$ cat config.mk
export PLATFORM = sky130hd
export DESIGN_NAME = button_conditioner_flat
export DESIGN_NICKNAME = d
export VERILOG_FILES = /design/src/rtl/button_conditioner_if.sv /design/src/rtl/button_conditioner.sv /design/src/flat_wrapper.sv
export SDC_FILE = /design/constraint.sdc
export NUM_CORES = 1
export LEC_CHECK = 0
export CORE_MARGIN = 4
export CORE_UTILIZATION = 53
export DETAILED_ROUTE_END_ITERATION = 12
export GPL_TIMING_DRIVEN = 0
export HOLD_SLACK_MARGIN = 0.15
export PLACE_DENSITY = 0.69
export SYNTH_ARGS = -nofsm -noshare
export SYNTH_HDL_FRONTEND = slang
export SYNTH_SLANG_ARGS = --single-unit
$ cat constraint.sdc
create_clock -name fpga_clk -period 10.9 [get_ports fpga_clk]
set_clock_uncertainty 0.1 [all_clocks]
set_input_delay 1.635 -clock fpga_clk [delete_from_list [all_inputs] [get_ports fpga_clk]]
set_output_delay 1.635 -clock fpga_clk [all_outputs]
set_load 0.01 [all_outputs]
$ cat src/rtl/button_conditioner_if.sv
// Button bundle between the raw pins and the conditioned outputs.
// The master drives btn_raw and reads the conditioned outputs; the slave is the conditioner.
interface button_conditioner_if #(
    parameter int N_CH = 5
);
    logic [N_CH-1:0] btn_raw;
    logic [N_CH-1:0] btn_level;
    logic [N_CH-1:0] btn_press;
    logic [N_CH-1:0] btn_release;
    logic [N_CH-1:0] btn_long;

    modport master (
        output btn_raw,
        input  btn_level,
        input  btn_press,
        input  btn_release,
        input  btn_long
    );

    modport slave (
        input  btn_raw,
        output btn_level,
        output btn_press,
        output btn_release,
        output btn_long
    );
endinterface

$ cat src/rtl/button_conditioner.sv
// Multi-channel push-button front end: per-channel synchroniser, debounce FSM,
// debounced level, press/release pulses and a one-shot long-press pulse.
module button_conditioner #(
    parameter int N_CH            = 5,
    parameter int SYNC_STAGES     = 2,
    parameter int DEBOUNCE_CYCLES = 1_000_000,
    parameter int LONG_CYCLES     = 100_000_000,
    parameter bit ACTIVE_LOW      = 1'b0
) (
    input  logic                fpga_clk,
    input  logic                rst_n,
    button_conditioner_if.slave btn
);

    localparam int CNT_W = $clog2(DEBOUNCE_CYCLES);
    localparam int LC_W  = $clog2(LONG_CYCLES + 1);

    localparam logic [CNT_W-1:0] CNT_MAX = CNT_W'(DEBOUNCE_CYCLES - 1);
    localparam logic [LC_W-1:0]  LC_MAX  = LC_W'(LONG_CYCLES);
    localparam logic [LC_W-1:0]  LC_PRE  = LC_W'(LONG_CYCLES - 1);

    typedef enum logic [1:0] {
        IDLE,
        PRESS_WAIT,
        HELD,
        RELEASE_WAIT
    } state_e;

    // Reset asserts asynchronously but is released in step with fpga_clk.
    logic [1:0] rst_pipe_q;
    logic [1:0] rst_pipe_d;
    logic       rst_sync_n;

    always_comb begin
        rst_pipe_d = {rst_pipe_q[0], 1'b1};
    end

    always_ff @(posedge fpga_clk or negedge rst_n) begin
        if (!rst_n) begin
            rst_pipe_q <= '0;
        end else begin
            rst_pipe_q <= rst_pipe_d;
        end
    end

    assign rst_sync_n = rst_pipe_q[1];

    logic [N_CH-1:0] level_vec;
    logic [N_CH-1:0] press_vec;
    logic [N_CH-1:0] release_vec;
    logic [N_CH-1:0] long_vec;

    assign btn.btn_level   = level_vec;
    assign btn.btn_press   = press_vec;
    assign btn.btn_release = release_vec;
    assign btn.btn_long    = long_vec;

    for (genvar ch = 0; ch < N_CH; ch++) begin : g_ch
        logic [SYNC_STAGES-1:0] sync_q;
        logic [SYNC_STAGES-1:0] sync_d;
        state_e                 state_q;
        state_e                 state_d;
        logic [CNT_W-1:0]       cnt_q;
        logic [CNT_W-1:0]       cnt_d;
        logic [LC_W-1:0]        lc_q;
        logic [LC_W-1:0]        lc_d;
        logic                   level_q;
        logic                   level_d;
        logic                   press_q;
        logic                   press_d;
        logic                   rel_q;
        logic                   rel_d;
        logic                   long_q;
        logic                   long_d;
        logic                   raw_in;
        logic                   s;

        assign raw_in = ACTIVE_LOW ? ~btn.btn_raw[ch] : btn.btn_raw[ch];
        assign s      = sync_q[SYNC_STAGES-1];

        always_comb begin
            sync_d  = {sync_q[SYNC_STAGES-2:0], raw_in};
            state_d = state_q;
            cnt_d   = cnt_q;
            lc_d    = lc_q;
            level_d = level_q;
            press_d = 1'b0;
            rel_d   = 1'b0;
            long_d  = 1'b0;

            case (state_q)
                IDLE: begin
                    if (s) begin
                        state_d = PRESS_WAIT;
                        cnt_d   = '0;
                    end
                end
                PRESS_WAIT: begin
                    if (!s) begin
                        state_d = IDLE;
                    end else if (cnt_q == CNT_MAX) begin
                        state_d = HELD;
                        level_d = 1'b1;
                        press_d = 1'b1;
                        lc_d    = '0;
                    end else begin
                        cnt_d = cnt_q + 1'b1;
                    end
                end
                HELD: begin
                    // lc saturates at LONG_CYCLES, so the long pulse fires once per hold
                    if (lc_q < LC_MAX) begin
                        lc_d   = lc_q + 1'b1;
                        long_d = (lc_q == LC_PRE);
                    end
                    if (!s) begin
                        state_d = RELEASE_WAIT;
                        cnt_d   = '0;
                    end
                end
                RELEASE_WAIT: begin
                    if (s) begin
                        state_d = HELD;
                    end else if (cnt_q == CNT_MAX) begin
                        state_d = IDLE;
                        level_d = 1'b0;
                        rel_d   = 1'b1;
                    end else begin
                        cnt_d = cnt_q + 1'b1;
                    end
                end
                default: begin
                    state_d = IDLE;
                end
            endcase
        end

        always_ff @(posedge fpga_clk or negedge rst_sync_n) begin
            if (!rst_sync_n) begin
                sync_q  <= '0;
                state_q <= IDLE;
                cnt_q   <= '0;
                lc_q    <= '0;
                level_q <= 1'b0;
                press_q <= 1'b0;
                rel_q   <= 1'b0;
                long_q  <= 1'b0;
            end else begin
                sync_q  <= sync_d;
                state_q <= state_d;
                cnt_q   <= cnt_d;
                lc_q    <= lc_d;
                level_q <= level_d;
                press_q <= press_d;
                rel_q   <= rel_d;
                long_q  <= long_d;
            end
        end

        assign level_vec[ch]   = level_q;
        assign press_vec[ch]   = press_q;
        assign release_vec[ch] = rel_q;
        assign long_vec[ch]    = long_q;
    end

endmodule
$ cat src/flat_wrapper.sv
// flat-port wrapper written by rule: the top's interface ports become plain ports
module button_conditioner_flat 
#(
    parameter int N_CH            = 5,
    parameter int SYNC_STAGES     = 2,
    parameter int DEBOUNCE_CYCLES = 1_000_000,
    parameter int LONG_CYCLES     = 100_000_000,
    parameter bit ACTIVE_LOW      = 1'b0
)
  (fpga_clk, rst_n, btn_btn_raw, btn_btn_level, btn_btn_press, btn_btn_release, btn_btn_long);
  button_conditioner_if #(.N_CH(N_CH)) btn_i ();
  input  logic fpga_clk;
  input  logic rst_n;
  input wire logic [$bits(btn_i.btn_raw)-1:0] btn_btn_raw;
  output wire logic [$bits(btn_i.btn_level)-1:0] btn_btn_level;
  output wire logic [$bits(btn_i.btn_press)-1:0] btn_btn_press;
  output wire logic [$bits(btn_i.btn_release)-1:0] btn_btn_release;
  output wire logic [$bits(btn_i.btn_long)-1:0] btn_btn_long;
  assign btn_i.btn_raw = btn_btn_raw;
  assign btn_btn_level = btn_i.btn_level;
  assign btn_btn_press = btn_i.btn_press;
  assign btn_btn_release = btn_i.btn_release;
  assign btn_btn_long = btn_i.btn_long;
  button_conditioner #(.N_CH(N_CH), .SYNC_STAGES(SYNC_STAGES), .DEBOUNCE_CYCLES(DEBOUNCE_CYCLES), .LONG_CYCLES(LONG_CYCLES), .ACTIVE_LOW(ACTIVE_LOW)) u_core (.fpga_clk(fpga_clk), .rst_n(rst_n), .btn(btn_i));
endmodule
After elaboration in Yosys (flattened, before gate mapping)

Cells that the tools add are included.

Register bits after elaboration: 277
Input port bits: 7
Output and inout port bits: 20

$add $sub $neg: 10
$lt $le $gt $ge: 5
Eq/ne operators: 70
Multiplexer cells: 145
Reductions and logical operators: 35

Operators with widths:

| cell                                                                   | number |
|---|---|
| 20-bit 2-to-1 mux                                                      | 25 |
| 27-bit 2-to-1 mux                                                      | 15 |
| 20-bit one-hot mux with 4 select lines                                 | 5 |
| 27-bit one-hot mux with 2 select lines                                 | 5 |
| 27-bit by 1-bit adder with 27-bit output (second input constant)       | 5 |
| 27-bit equality test (second input constant)                           | 5 |
| 27-bit < comparator (second input constant)                            | 5 |
| 20-bit by 1-bit adder with 20-bit output (second input constant)       | 5 |
| 20-bit equality test (second input constant)                           | 5 |
| 2-bit 2-to-1 mux                                                       | 30 |
| 4-bit AND reduction                                                    | 15 |
| 1-bit 2-to-1 mux                                                       | 55 |
| 2-bit by 1-bit != test with 1-bit output (second input constant)       | 25 |
| 2-bit one-hot mux with 4 select lines                                  | 5 |
| 5-bit AND reduction                                                    | 5 |
| 2-bit equality test (second input constant)                            | 10 |
| 2-bit != test (second input constant)                                  | 10 |
| 2-bit nonzero test                                                     | 10 |
| 3-bit by 1-bit != test with 1-bit output (second input constant)       | 5 |
| 3-bit != test (second input constant)                                  | 5 |
| 2-bit by 1-bit equality test with 1-bit output (second input constant) | 5 |
| 2-bit zero test                                                        | 5 |
| 1-bit one-hot mux with 2 select lines                                  | 5 |

Longest topological paths before layout

Depth in word-level cells: 4
Depth in mapped cells: 9
Depth with buffers taken out: 7

Worst setup path after synthesis

No wires, ideal clock.

Path kind: register to output
Start point: register u_core.g_ch[3].level_q
End point: output port btn_btn_level[3]
Data arrival time: 498 ps
Data required time: 9165 ps
Setup slack: 8667 ps
Stages on the path, launching flop included: 2
Buffers on the path: 1
Cell sequence: dfrtp_1 > buf_4

RTL lines:

| element                | line                      | RTL |
|---|---|---|
| start, declared        | button_conditioner.sv:67  | `logic level_q;` |
| start signal, assigned | button_conditioner.sv:153 | `level_q <= level_d;` |
| end, declared          | flat_wrapper.sv:15        | `output wire logic [$bits(btn_i.btn_level)-1:0] btn_btn_level;` |

No word-level cell between the ends.

Final worst setup path

Start point: register u_core.g_ch[3].level_q
End point: output port btn_btn_level[3]

No word-level cell between the ends.

==> metrics.txt <==
Crit Reg-Reg Startpoint=u_core.g_ch[0].lc_q[0]; Final ANT Viol Nets=0; Mapped Avg Cell Area=between 9 and 10 sq um; final hold viol count=0; htree depth=2; CP max stage delay=roughly 0.53 ns; final setup vio count=0; Setup Fix Bufs, Post-CTS=0; height of the die=approximately 180 um; crit end category=output pin; Synth area leader=dfrtp_1; Slew HR=between 20% and 30%; P&R area growth vs syn=13.16%; Final Cell Area=17380 sq um; share of the synthesized area in the top cell type=45.13%; fin crit share=between 20% and 30%; full die area=31770 sq um; first-iteration detailed-routing DRC count=1004; initial antenna violation count=0; post-synthesis async set-or-reset flop share=100.0%; CTS tree=yes; Post-Synthesis Net Count=around 1.7k; CP cell instances=buf_4 > clkdlybuf4s50_1; Detailed Place HPWL=around 24000 um; most common cell after layout, fill and taps aside=dfrtp_1; WP data arrival=1.52 ns; unrepaired setup endpoints after global routing=false; Post-synth EDFFs=0; Post-Synthesis Cells=approximately 1.7k; top_reg_cell synth=dfrtp_1; Num CTS Buffers=34; drt via density=around 6.2; CP startpoint kind=flop; Hold Path Class=reg -> reg; routed via count=13.36k; Total GRT Usage=22.50%; Reg clk slew, reported paths=roughly 0.060 ns; share of cells above drive strength 1=under 10%; Synth area leaders=dfrtp_1, nand2_1, mux2i_1; Hold Buf Count CTS=0; vias in the first global route=12.90k; core outline area=28630 sq um; first-pass GRT wire length=slightly above 60000 um; Static Leak=roughly 7.4 nW; DIE WIDTH=roughly 180 um; CP Class=reg -> out; CTS Root Cell=clkbuf_16; post_cts resized=0; maximum buffer depth of the clock tree=3; max-cap violations=0; Pins Over Slew Limit=0; Worst Tran Pin Value=1.066 ns; first-pass iteration count of the detailed router=5; clock sinks=277; Crit Path Max Fanout=3; flop-to-flop setup slack=around 8 ns; Synth Cell Area=15360 sq um; sequential area share after synthesis=between 40% and 50%; most frequent cells in the layout=dfrtp_1, nand2_1, nand3_1, nor2_1, nand4_1; PD cells=133.7 nW/um^2; final net count=~1.8k; min-delay src=u_core.g_ch[4].sync_q[0]; Max Fclk=about 0.31 GHz; FF+latch count, synth=approximately 280; final setup TNS=0 ns; drt total wl=approximately 35000 um; Max VDD drop=0.09340 mV; Post-Place Cell Area=16210 sq um; I/O pins=27; post-layout min period=between 3 and 4 ns; I/O Buffers=26; num rows=62; post-synth cell types=about 80; largest net degree at the start of global routing=65; Worst Path Required=roughly 9.2 ns; Residual DRC=0; GR Overflow Total=0; Critical Path Slowest Stage Cell=clkdlybuf4s50_1; Initial Utilization=between 50% and 60%; placer's final routability congestion estimate=0.8995; Worst Setup SP=u_core.g_ch[3].level_q; post-DR wirelength/cell=~16 um; Clock Latency Late Sink=between 0.5 and 0.6 ns; diodes inserted=0; YS warnings=0; status=finished clean
## Yosys cell counts, types with 9 or more instances
cell / count
and4_1: 24
a31oi_1: 63
a211o_1: 15
o211ai_1: 22
a21oi_1: 44
xnor2_1: 10
nand4b_1: 12
nand4_1: 81
and3_1: 51
clkbuf_1: 46
xor2_1: 9
nor4_1: 37
o31ai_1: 10
a41oi_1: 10
and2_1: 17
nor3b_1: 9
mux2i_1: 61
a22o_1: 11
or3_1: 21
inv_1: 52
nor2b_1: 11
or4_1: 26
nor4b_1: 9
nor3_1: 39
buf_4: 20
ha_1: 10
nand2b_1: 22
nand3_1: 115
nand2_1: 245
nor2_1: 84
o21ai_0: 79
mux2_2: 10
buf_2: 17
dfrtp_1: 277
## flip-flops by register name (all words and copies together), names as in the netlist, named ones only
register	flops
u_core.g_ch.press_q	5
u_core.g_ch.lc_q	135
u_core.rst_pipe_q	2
u_core.g_ch.state_q	5
u_core.g_ch.sync_q	10
u_core.g_ch.level_q	5
u_core.g_ch.long_q	5
u_core.g_ch.cnt_q	100
u_core.g_ch.rel_q	5
## final cells by class
cell class | instances | area, sq um
fillers | 2405 | 11250
multi-input cells | 1274 | 7786
flip-flops and latches | 277 | 6935
clock buffers | 43 | 924.6
well taps | 384 | 480.5
plain buffers | 89 | 445.4
repair buffers | 30 | 370.4
clock inverters | 19 | 241.5
inverters | 52 | 195.2
## power by group
part	switching (mW)	leakage [nW]	internal [mW]	total (mW)
sequential	0.0290	3.82	1.05	1.08
clock	0.445	0.580	0.724	1.17
combinational	0.0510	3.04	0.0279	0.0789
total	0.525	7.44	1.80	2.32
## through the flow
step,worst slack (ns),hold slack (ns),cells,total power [mW],utilization (%)
floorplan,2.509,0.2312,1692,1.141,-
global placement,-0.8822,0.2342,2102,1.165,56.24
detailed placement,8.137,0.2347,2106,1.174,56.64
CTS,7.619,0.2477,2168,2.354,60.71
global route,7.570,0.2555,2168,2.417,60.71
finish,7.644,0.2463,2168,2.323,60.71
## final timing paths
check                                            to  depth (start not counted)
max                                btn_btn_level[3]                          2
min                        u_core.g_ch[4].sync_q[1]                          0
max in group asynchronous   u_core.g_ch[1].lc_q[14]                          2
min reg2reg                u_core.g_ch[4].sync_q[1]                          0
min in group asynchronous    u_core.g_ch[4].lc_q[4]                          0
max reg2reg                 u_core.g_ch[0].lc_q[22]                          6
## cells by family after synthesis
group	after synthesis	share of synthesized area (%)
and+or+nand+nor	844	29.70
buffers and inverters	141	4.171
DFF	277	45.13
other	1	0.02442
muxes	71	4.709
AOI/OAI and AO/OA	329	14.36
adders and majority gates	10	0.8147
xor gates and xnor gates	19	1.084
## per-layer routing
layer / routed length [um] / global-route usage [%] / vias to the layer above
li1: - / - / 6476
met1: 16920 / 32.70 / 6545
met2: 16160 / 35.97 / 282
met3: 1377 / 3.137 / 57
met4: 633 / 5.469 / 0
met5: 0 / 0 / -
## critical path, delay by kind of cell, from the launching register on
family | cells | cell delay, ns
buffers and inverters | 2 | 0.64
DFF | 1 | 0.37
(Power assumes the default switching activity.)
